## src/rtl/lsu_pkg.sv

```systemverilog
// Shared LSU definitions: ROB id width, the request payload carried to the AGU,
// and the default starvation limit for issue arbitration.
package lsu_pkg;
  localparam int ROB_W            = 6;
  localparam int STARVE_LIMIT_DEF = 7;

  typedef struct packed {
    logic [ROB_W-1:0] rob;
    logic [3:0]       op;
    logic [31:0]      data;
    logic [31:0]      addr;
    logic [5:0]       dest;
  } lsu_req_t;
endpackage

```

## src/rtl/rob_age_cmp.sv

```systemverilog
// Wrap-around ROB age comparison: a_older_o is set when rob_a_i is strictly
// closer to the ROB head than rob_b_i (ages taken modulo the ROB size).
module rob_age_cmp
  import lsu_pkg::*;
(
  input  logic [ROB_W-1:0] rob_a_i,
  input  logic [ROB_W-1:0] rob_b_i,
  input  logic [ROB_W-1:0] head_i,
  output logic             a_older_o
);
  logic [ROB_W-1:0] age_a;
  logic [ROB_W-1:0] age_b;

  assign age_a     = rob_a_i - head_i;
  assign age_b     = rob_b_i - head_i;
  assign a_older_o = age_a < age_b;
endmodule

```

## src/rtl/agu_issue_arbiter.sv

```systemverilog
// Two-port age-ordered issue arbiter in front of the AGU with a single
// registered output slot and per-port starvation override.
module agu_issue_arbiter
  import lsu_pkg::*;
#(
  parameter int unsigned STARVE_LIMIT = STARVE_LIMIT_DEF
) (
  input  logic                  cpu_clock_i,
  input  logic                  cpu_reset_i,
  input  logic                  flush_i,
  input  logic [ROB_W-1:0]      rob_head_i,
  input  logic [1:0]            req_vld_i,
  output logic [1:0]            req_busy_o,
  input  logic [1:0][ROB_W-1:0] req_rob_i,
  input  logic [1:0][3:0]       req_op_i,
  input  logic [1:0][31:0]      req_data_i,
  input  logic [1:0][31:0]      req_addr_i,
  input  logic [1:0][5:0]       req_dest_i,
  output logic                  agu_vld_o,
  output logic [ROB_W-1:0]      agu_rob_o,
  output logic [3:0]            agu_op_o,
  output logic [31:0]           agu_data_o,
  output logic [31:0]           agu_addr_o,
  output logic [5:0]            agu_dest_o,
  input  logic                  agu_busy_i
);
  localparam logic [3:0] LIMIT = 4'(STARVE_LIMIT);

  lsu_req_t   req_pkt [2];
  lsu_req_t   slot_q, slot_d;
  logic       vld_q, vld_d;
  logic [3:0] cnt_q [2];
  logic [3:0] cnt_d [2];
  logic [1:0] grant;
  logic [1:0] starved;
  logic       port1_older;
  logic       slot_free;
  logic       arb_en;

  genvar gi;
  generate
    for (gi = 0; gi < 2; gi++) begin : g_pkt
      assign req_pkt[gi] = '{rob:  req_rob_i[gi],
                             op:   req_op_i[gi],
                             data: req_data_i[gi],
                             addr: req_addr_i[gi],
                             dest: req_dest_i[gi]};
      assign starved[gi] = req_vld_i[gi] && (cnt_q[gi] == LIMIT);
    end
  endgenerate

  // Strictly-older test on port 1 so an age tie falls through to port 0.
  rob_age_cmp u_age_cmp (
    .rob_a_i   (req_rob_i[1]),
    .rob_b_i   (req_rob_i[0]),
    .head_i    (rob_head_i),
    .a_older_o (port1_older)
  );

  assign slot_free = !vld_q || !agu_busy_i;
  assign arb_en    = slot_free && !flush_i && !cpu_reset_i;

  always_comb begin
    grant = 2'b00;
    if (arb_en) begin
      if (starved[0])              grant = 2'b01;
      else if (starved[1])         grant = 2'b10;
      else if (req_vld_i == 2'b11) grant = port1_older ? 2'b10 : 2'b01;
      else                         grant = req_vld_i;
    end
  end

  assign req_busy_o = ~grant;

  always_comb begin
    vld_d  = vld_q;
    slot_d = slot_q;
    if (flush_i) begin
      vld_d = 1'b0;
    end else if (grant != 2'b00) begin
      vld_d  = 1'b1;
      slot_d = grant[1] ? req_pkt[1] : req_pkt[0];
    end else if (vld_q && !agu_busy_i) begin
      vld_d = 1'b0;
    end
  end

  // Counters only advance on cycles where an arbitration actually took place.
  always_comb begin
    for (int i = 0; i < 2; i++) begin
      cnt_d[i] = cnt_q[i];
      if (flush_i || !req_vld_i[i] || grant[i]) begin
        cnt_d[i] = 4'd0;
      end else if (slot_free && cnt_q[i] < LIMIT) begin
        cnt_d[i] = cnt_q[i] + 4'd1;
      end
    end
  end

  always_ff @(posedge cpu_clock_i) begin
    if (cpu_reset_i) begin
      vld_q    <= 1'b0;
      slot_q   <= '0;
      cnt_q[0] <= 4'd0;
      cnt_q[1] <= 4'd0;
    end else begin
      vld_q    <= vld_d;
      slot_q   <= slot_d;
      cnt_q[0] <= cnt_d[0];
      cnt_q[1] <= cnt_d[1];
    end
  end

  assign agu_vld_o  = vld_q;
  assign agu_rob_o  = slot_q.rob;
  assign agu_op_o   = slot_q.op;
  assign agu_data_o = slot_q.data;
  assign agu_addr_o = slot_q.addr;
  assign agu_dest_o = slot_q.dest;
endmodule

```

## config.mk

```make
export PLATFORM = sky130hd
export DESIGN_NAME = agu_issue_arbiter
export DESIGN_NICKNAME = d
export VERILOG_FILES = /design/src/rtl/lsu_pkg.sv /design/src/rtl/rob_age_cmp.sv /design/src/rtl/agu_issue_arbiter.sv
export SDC_FILE = /design/constraint.sdc
export NUM_CORES = 1
export LEC_CHECK = 0
export CORE_AREA = 4 4 111 113
export DETAILED_ROUTE_END_ITERATION = 16
export DIE_AREA = 0 0 115 117
export PLACE_DENSITY = 0.89
export SLEW_MARGIN = 25
export SYNTH_ARGS = -nofsm -noshare
export SYNTH_HDL_FRONTEND = slang
export SYNTH_HIERARCHICAL = 1
export SYNTH_SLANG_ARGS = --single-unit
```

## constraint.sdc

```tcl
create_clock -name cpu_clock_i -period 9.68 [get_ports cpu_clock_i]
set_input_delay 0.968 -clock cpu_clock_i [delete_from_list [all_inputs] [get_ports cpu_clock_i]]
set_output_delay 0.968 -clock cpu_clock_i [all_outputs]
set_load 0.02 [all_outputs]
```

==> results of run 1 <==
-- critical path, stage by stage --
cell and delay, ps:
clkdlybuf4s50_1 420, inv_1 80, ha_1 190, inv_1 70
fa_1 410, a21o_1 180, a21oi_1 160, xor2_1 90
ha_1 300, nand2_1 60, o31ai_1 220, a21oi_1 120
nor2b_1 300, a22oi_1 150, or2_2 300, clkdlybuf4s50_1 560
-- synth_stat cells, types with 2 or more instances --
master    count  area, um2
ha_1         17        213
clkbuf_1     24       90.1
mux2i_1       2       20.0
inv_1        10       37.5
o21a_1        3       22.5
o31ai_1       2       15.0
xnor2_1       4       35.0
buf_2        10       50.1
nor3_1        2       10.0
nand2_1     165        619
o211ai_1      2       15.0
a311oi_1     81        709
a21oi_1       7       35.0
nor2b_1       3       18.8
a211oi_1      3       22.5
and2_1        2       12.5
buf_6         8       90.1
nor2_1       98        368
fa_1          2       40.0
xor2_1        3       26.3
a21o_1        3       22.5
o21ai_0       4       20.0
dfxtp_1      89       1780
-- cell type report --
type                            count  area [um2]
Fill cell                         956        4050
Timing Repair Buffer              259        2570
Sequential cell                    89        1780
Multi-Input combinational cell    420        2390
Tap cell                          143         179
Inverter                           11        41.3
Clock buffer                       11         233
Clock inverter                      3        67.6
-- cells by family after synthesis --
group | count (synthesis) | synth area share
compound gates | 112 | 0.211
xor+xnor | 8 | 0.0175
fa+ha+maj | 19 | 0.0569
buf+inv | 54 | 0.0620
flops | 89 | 0.401
mux | 2 | 0.00451
simple gates | 279 | 0.247
-- cells in the final DEF, fill, tap and decap left out, types with 2 or more instances in the layout --
cell / count
fa_1: 2
nor2b_1: 3
buf_4: 5
mux2i_1: 2
clkbuf_16: 9
clkdlybuf4s50_1: 253
xor2_1: 3
a311oi_1: 81
a211oi_1: 3
o21a_1: 3
inv_1: 10
bufinv_16: 2
o31ai_1: 2
nor2_1: 97
and2_1: 2
o211ai_1: 2
a21o_1: 3
clkbuf_1: 2
a21oi_1: 7
dfxtp_1: 89
ha_1: 17
nor3_1: 2
nand2_1: 165
xnor2_1: 4
o21ai_0: 4
-- registers in the layout, summed over array words and instances, names as in the netlist --
signal,flops
agu_dest_o,6
agu_addr_o,32
agu_data_o,32
agu_op_o,4
agu_rob_o,6
agu_vld_o,1
cnt_q,8
-- layer usage --
layer | part of all wire | routed length, um | up-vias | GRT usage
met5 | 0 | 0 | - | 0
met4 | 0.017 | 256 | 0 | 0.0681
met3 | 0.094 | 1410 | 21 | 0.0823
met2 | 0.51 | 7650 | 185 | 0.383
met1 | 0.38 | 5780 | 2226 | 0.235
li1 | - | - | 2421 | -
-- final timing paths --
path / start / end / slack [ps] / cells past startpoint
setup / recovery: req_rob_i[0] / req_busy_o[0] / 4150 / 16
hold / removal: agu_rob_o[1] / agu_rob_o[1] / 490 / 2
hold reg to reg: agu_rob_o[1] / agu_rob_o[1] / 490 / 2
setup reg to reg: agu_vld_o / agu_data_o[29] / 6940 / 6
-- metrics by stage --
stage | cell area, um2 | instances | hold slack [ps] | util
floorplan | 4440 | 563 | 473 | -
global placement | 6970 | 922 | 482 | 0.616
detailed placement | 6970 | 922 | 489 | 0.616
CTS | 7270 | 936 | 498 | 0.642
global route | 7270 | 936 | 512 | 0.642
finish | 7270 | 936 | 493 | 0.642
-- power by group --
part | switching, mW | internal [mW] | leakage (nW)
logic | 0.128 | 0.144 | 1.88
registers | 0.0123 | 0.389 | 0.730
clock network | 0.138 | 0.223 | 0.142
==> run metrics, run 1 <==
status=finished clean; Yosys warnings=6; CP endpoint kind=output pin; Pre-Repair DR Iteration Count=4; asr flop ratio synth=0; pre-CTS setup slack=approximately 4200 ps; Setup WS post-layout=4150 ps; vias=slightly below 5000; setup repair bufs after CTS=0; IO buf count=254; sequential element share of the synthesized area=0.401; Final Cycle Share=0.571; Synth-to-Final Area Change=63.6%; Lkg Pwr=2.75 nW; final WL=roughly 15000 um; routed length per placed instance=16.1 um; clock latency on the worst-skew pair=about 340 ps; worst path arrival time=4560 ps; total design power=1.03 mW; Post-Syn Area per Cell=between 7 and 8 um2; core area=approximately 11000 um2; DIE HEIGHT=117 um; Post-synth EDFFs=0; aggregate global routing overflow=0; Avg Vias per Cell=between 5 and 6; # H-tree levels=3; unrepaired setup endpoints after global routing=no; Die X=approximately 120 um; GP Congestion=around 0.88; Residual DRC=0; pin count of the biggest net entering global routing=roughly 110; maximum clock path buffer count=2; max-slew violations=0; I/O pin cnt=between 200 and 300; clock skew=4.07 ps; Most used DFF post-synth=dfxtp_1; # diodes=0; FF+latch count, synth=between 80 and 90; Tmin final=between 5000 and 6000 ps; final hold vios=0; Cell Area, Synth=4440 um2; global-route usage over all layers=0.214; CTS Hold Bufs=0; Routed Antenna Nets=0; crit path max fanout=3; syn_nets=around 750; die area=roughly 13000 um2; initial antenna violation count=0; Max transition margin=0.317; worst slew pin tran=between 1000 and 1500 ps; Initial Util=0.392; FMAX=approximately 0.18 GHz; MaxCap Viol Count=0; Crit Path Category=in2out; drt initial violations=~320; fin nets=~1000; CTS clk-pin slew, worst paths=roughly 60 ps; share of cells above drive strength 1=0.0303; final setup vio count=0; worst hold path type=reg2reg; Core Rows=39; peak supply drop=~140 uV; setup TNS=0 ps; Mapped Cells=about 560; vias in the first global route=roughly 4700; CTS Sinks=89; CP Data Required Time=just under 9000 ps; Critical Path Start Type=input port; clk root buf=clkbuf_16; Post-CTS Resized=0; post-DP HPWL=~11000 um; TritonCTS clock tree=done; Synth cell types=42; number of CTS-inserted buffers=9; Power Density=~140 nW/um2; global-route wire length before repair=22900 um
No activity file was read; power rests on OpenSTA's default activity.
==> run 2, diff against run 1 <==
--- a/config.mk
+++ b/config.mk
@@ -5,10 +5,10 @@
 export SDC_FILE = /design/constraint.sdc
 export NUM_CORES = 1
 export LEC_CHECK = 0
-export CORE_AREA = 4 4 111 113
+export CORE_AREA = 4 4 112 114
 export DETAILED_ROUTE_END_ITERATION = 16
-export DIE_AREA = 0 0 115 117
-export PLACE_DENSITY = 0.89
+export DIE_AREA = 0 0 116 118
+export PLACE_DENSITY = 0.88
 export SLEW_MARGIN = 25
 export SYNTH_ARGS = -nofsm -noshare
 export SYNTH_HDL_FRONTEND = slang
==> constraint.sdc (replaced) <==
create_clock -name cpu_clock_i -period 5.4 [get_ports cpu_clock_i]
set_input_delay 0.54 -clock cpu_clock_i [delete_from_list [all_inputs] [get_ports cpu_clock_i]]
set_output_delay 0.54 -clock cpu_clock_i [all_outputs]
set_load 0.02 [all_outputs]
==> run metrics, run 2 (synthesis gave the netlist of run 1 again) <==
global-route wire length before repair=22600 um; Slowest-stage cell, CP=clkdlybuf4s50_1; maximum clock path buffer count=2; number of CTS-inserted buffers=9; Hold WS=495 ps; initial antenna violation count=1; Sw Pwr=approximately 0.49 mW; die area=approximately 14000 um2; Critical Path Start Type=input port; CP endpoint kind=output pin; sw frac=0.266; GP Congestion=between 0.7 and 0.8; clock skew=5.31 ps; Clk pwr share=0.348; peak supply drop=approximately 160 uV; reg-to-reg endpoint=agu_data_o[10]; pre-CTS setup slack=just under 800 ps; Setup WS post-layout=~800 ps; worst hold path type=reg2reg; setup repair bufs after CTS=0; worst reg2reg path startpoint=cnt_q[0][4]; Post-CTS Resized=0; CTS Hold Bufs=0; Comb power frac=0.263; Max transition margin=0.414; vias in the first global route=~4600; Avg Vias per Cell=slightly above 5; Crit Path Category=in2out; max-slew violations=0; CP Data Required Time=approximately 5000 ps; pin count of the biggest net entering global routing=between 80 and 90; clk root buf=clkbuf_16; fin nets=about 1000; Worst R2R Setup Slack=approximately 2800 ps; TritonCTS clock tree=done; Buf/Inv on CP=3; vias=between 4000 and 5000; Initial Util=0.389; critical path depth=15; MaxCap Viol Count=0; clock latency on the worst-skew pair=between 300 and 400 ps; drt initial violations=roughly 360; core area=11400 um2; final core occ=0.639; Critical Path Max Stage Delay=approximately 560 ps; Placed Cells incl. Taps=923; Die X=116 um; Core Rows=39; final WL=between 10000 and 15000 um; Internal Power=1.35 mW; Worst Reg2Reg Path Length in Cells=6; Lkg Pwr=between 2 and 3 nW; CTS clk-pin slew, worst paths=approximately 60 ps; IO buf count=roughly 250; worst path arrival time=around 4100 ps; global-route usage over all layers=0.205; FMAX=around 0.22 GHz; post-DP HPWL=around 11000 um; aggregate global routing overflow=0; Pre-Repair DR Iteration Count=4; status=finished clean; unrepaired setup endpoints after global routing=no; Final Cycle Share=0.856; Synth-to-Final Area Change=64.3%; final setup vio count=0; # diodes=0; CP Capture Point=req_busy_o[0]; I/O pin cnt=between 200 and 300; worst slew pin tran=just under 900 ps; commonest non-fill, non-tap cell in the layout=clkdlybuf4s50_1; Power Density=approximately 250 nW/um2; share of cells above drive strength 1=0.0339; Residual DRC=0; # H-tree levels=3; DIE HEIGHT=between 100 and 150 um; CP top delay family=buffers and inverters; setup TNS=0 ps; Tmin final=roughly 4600 ps; crit path max fanout=3; routed length per placed instance=15.5 um; Seq pwr share=0.389; Routed Antenna Nets=0; Final Non-Filler Cells=939; origin of the worst setup path=rob_head_i[0]; final hold vios=0; commonest cells after routing, fill and taps aside=clkdlybuf4s50_1 (253), nand2_1 (165), nor2_1 (97), dfxtp_1 (89), a311oi_1 (81); CTS Sinks=just under 90; crit path cell chain=clkdlybuf4s50_1, ha_1, inv_1, fa_1, a21o_1, a21oi_1, xnor2_1, ha_1, nand2_1, o31ai_1, a21oi_1, nor2b_1, a22oi_1, or2_2, clkdlybuf4s50_1
run 2: cell count changes in the layout (fill, tap and decap cells not counted):
| cell | before | now |
|---|---|---|
| bufinv_16 | 2 | 1 |
| clkinv_2 | 0 | 1 |
| buf_12 | 0 | 1 |
| clkinvlp_4 | 1 | 0 |
| clkbuf_8 | 0 | 3 |
run 2: how the worst min path moves through the flow:
stage | startpoint | to | slack (ps) | cells after the start
finish | agu_addr_o[8] | agu_addr_o[8] | 490 | 2
CTS | agu_addr_o[8] | agu_addr_o[8] | 500 | 2
global route | agu_data_o[14] | agu_data_o[14] | 520 | 2
floorplan | cnt_q[0][2] | cnt_q[0][2] | 470 | 2
detailed placement | agu_data_o[17] | agu_data_o[17] | 490 | 2
global placement | agu_data_o[8] | agu_data_o[8] | 480 | 2
run 2: worst register-to-register path: stages (launching register included):
cell and delay, ps:
dfxtp_1 380, ha_1 230, nand3b_1 200, a2111oi_4 430, buf_4 700, nand2_1 240, a311oi_1 300
run 2: metrics by stage:
| stage | area (um2) | total power [mW] |
|---|---|---|
| after detailed placement | 6990 | 1.22 |
| after global placement | 6990 | 1.21 |
| after floorplan | 4440 | 0.973 |
| final | 7300 | 1.84 |
| after CTS | 7300 | 1.87 |
| after global routing | 7300 | 1.93 |
run 2: metal layers:
metal  up-vias  share of wire  wire length (um)  global-route usage
met5         -        0.00055                 8                   0
met4         2          0.022               314              0.0725
met3        33           0.11              1570              0.0735
met2       207           0.47              6850               0.344
met1      2111           0.40              5810               0.238
li1       2426              -                 -                   -
run 2: area by class of cell:
type / count / area [um2]
well taps: 143 / 179
clock buffers: 14 / 274
multi-input cells: 420 / 2390
repair buffers: 260 / 2590
flip-flops and latches: 89 / 1780
clock inverters: 2 / 35.0
inverters: 11 / 41.3
fillers: 951 / 4120
run 2: power groups by stage:
stage	Sequential, mW	Combinational, mW	Clock (mW)
2_1_floorplan	0.781	0.192	0
3_3_place_gp	0.731	0.478	0
3_5_place_dp	0.732	0.485	0
4_1_cts	0.718	0.488	0.660
5_1_grt	0.722	0.530	0.682
6_report	0.718	0.485	0.641
==> run 3, diff against run 2 <==
--- a/config.mk
+++ b/config.mk
@@ -9,6 +9,7 @@
 export DETAILED_ROUTE_END_ITERATION = 16
 export DIE_AREA = 0 0 116 118
 export PLACE_DENSITY = 0.88
+export REMOVE_ABC_BUFFERS = 1
 export SLEW_MARGIN = 25
 export SYNTH_ARGS = -nofsm -noshare
 export SYNTH_HDL_FRONTEND = slang
==> constraint.sdc (replaced) <==
create_clock -name cpu_clock_i -period 5.4 [get_ports cpu_clock_i]
set_input_delay 0.81 -clock cpu_clock_i [delete_from_list [all_inputs] [get_ports cpu_clock_i]]
set_output_delay 0.81 -clock cpu_clock_i [all_outputs]
set_load 0.02 [all_outputs]
==> run metrics, run 3 (synthesis gave the netlist of run 1 again) <==
worst slew pin tran=896 ps; unrepaired setup endpoints after global routing=no; post-DP HPWL=around 12000 um; maximum clock path buffer count=2; status=finished clean; WHS Path Cells=2; share of cells above drive strength 1=0.0388; DIE HEIGHT=around 120 um; Slowest-stage cell, CP=clkdlybuf4s50_1; Setup WS post-layout=~200 ps; Pre-Repair DR Iteration Count=4; drt initial violations=between 300 and 400; Worst Reg2Reg Path Length in Cells=6; Routed Antenna Nets=0; Final Non-Filler Cells=~940; TritonCTS clock tree=done; setup repair bufs after CTS=0; Critical Path Start Type=input port; Power Density=~260 nW/um2; final setup vio count=0; worst hold path type=reg2reg; setup TNS=0 ps; commonest non-fill, non-tap cell in the layout=clkdlybuf4s50_1; aggregate global routing overflow=0; worst reg2reg path startpoint=cnt_q[0][4]; commonest cells after routing, fill and taps aside=clkdlybuf4s50_1 (253), nand2_1 (165), nor2_1 (97), dfxtp_1 (89), a311oi_1 (81); pin count of the biggest net entering global routing=between 80 and 90; clock latency on the worst-skew pair=approximately 340 ps; core area=11400 um2; Lkg Pwr=about 2.8 nW; reg-to-reg endpoint=agu_addr_o[4]; IO buf count=254; Worst R2R Setup Slack=between 2000 and 3000 ps; sw frac=0.268; global-route usage over all layers=0.223; die area=13700 um2; Comb power frac=0.254; MaxCap Viol Count=0; origin of the worst setup path=rob_head_i[0]; CP endpoint kind=output pin; peak supply drop=~300 uV; Initial Util=0.389; global-route wire length before repair=approximately 24000 um; Internal Power=around 1.4 mW; final core occ=0.646; Die X=between 100 and 150 um; vias=~4900; FMAX=between 0.15 and 0.2 GHz; Seq pwr share=0.369; Core Rows=39; CTS Hold Bufs=0; Critical Path Max Stage Delay=about 550 ps; max-slew violations=0; hold path startpoint=agu_addr_o[22]; GP Congestion=around 0.82; Sw Pwr=between 0.5 and 0.6 mW; Max transition margin=0.402; Final Cycle Share=0.962; final WL=15900 um; hold path endpoint=agu_addr_o[22]; CTS Sinks=89; clk root buf=clkbuf_16; CP Data Required Time=around 4600 ps; Crit Path Category=in2out; Avg Vias per Cell=about 5.2; Tmin final=slightly above 5000 ps; CTS clk-pin slew, worst paths=around 60 ps; worst path arrival time=roughly 4400 ps; Synth-to-Final Area Change=66.1%; Clk pwr share=0.377; Placed Cells incl. Taps=~900; crit path cell chain=clkdlybuf4s50_1, ha_1, inv_1, fa_1, a21o_1, a21oi_1, xnor2_1, ha_1, nand2_1, o31ai_1, a21oi_1, nor2b_1, a22oi_1, or2_2, clkdlybuf4s50_1; Post-CTS Resized=0; number of CTS-inserted buffers=9; I/O pin cnt=roughly 260; pre-CTS setup slack=233 ps; final hold vios=0; vias in the first global route=around 4800; crit path max fanout=3; # H-tree levels=3; Residual DRC=0; clock skew=between 8 and 9 ps; routed length per placed instance=16.8 um; initial antenna violation count=1; fin nets=about 1000
[run 3: cell types whose count changed in the layout (fill, tap and decap cells not counted), sizes merged]
cell,change
inv,+2
bufinv,+2
buf,+2
clkbuf,-4
diode,+1
[run 3: critical path, delay by kind of cell]
| kind | cells | cell delay (ps) |
|---|---|---|
| AO/OA/AOI/OAI | 5 | 810 |
| AND/OR/NAND/NOR | 3 | 610 |
| buffers and inverters | 3 | 1130 |
| adder cells (fa/ha/maj) | 3 | 920 |
| XOR/XNOR | 1 | 90 |
[run 3: worst max-delay path by stage]
stage | endpoint | slack [ps] | cells past startpoint
after CTS | req_busy_o[0] | 190 | 15
after global routing | req_busy_o[0] | 30 | 16
final | req_busy_o[0] | 200 | 15
after floorplan | agu_addr_o[0] | -1390 | 3
after detailed placement | req_busy_o[0] | 230 | 15
after global placement | req_busy_o[0] | 330 | 15
[run 3: power by group through the flow]
stage,Combinational (mW),Sequential (mW),Clock (mW)
final,0.496,0.719,0.735
after global routing,0.537,0.723,0.774
after CTS,0.496,0.719,0.752
after detailed placement,0.491,0.733,0
after global placement,0.482,0.730,0
after floorplan,0.183,0.781,0
[run 3: area by class of cell]
cell class | count | area, um2
clock inverter | 6 | 113
inverter | 11 | 41.3
antenna | 1 | 2.50
fill | 929 | 4040
tap | 143 | 179
clock buffer | 10 | 239
timing repair buffer | 262 | 2630
sequential | 89 | 1780
multi-input combinational | 420 | 2390
[run 3: through the flow]
stage / total power, mW / hold WS, ps / cell area [um2]
final: 1.95 / 496 / 7380
after global routing: 2.03 / 511 / 7380
after CTS: 1.97 / 498 / 7350
after detailed placement: 1.22 / 489 / 7000
after global placement: 1.21 / 484 / 7000
after floorplan: 0.964 / 473 / 4210
[run 3: per-layer routing]
layer  global-route usage  vias to the layer above  share of wire
met1                0.244                     2266           0.38
met3               0.0776                       34          0.093
met5                    0                        -              0
met2                0.391                      212           0.50
met4               0.0848                        0          0.030
li1                     -                     2430              -
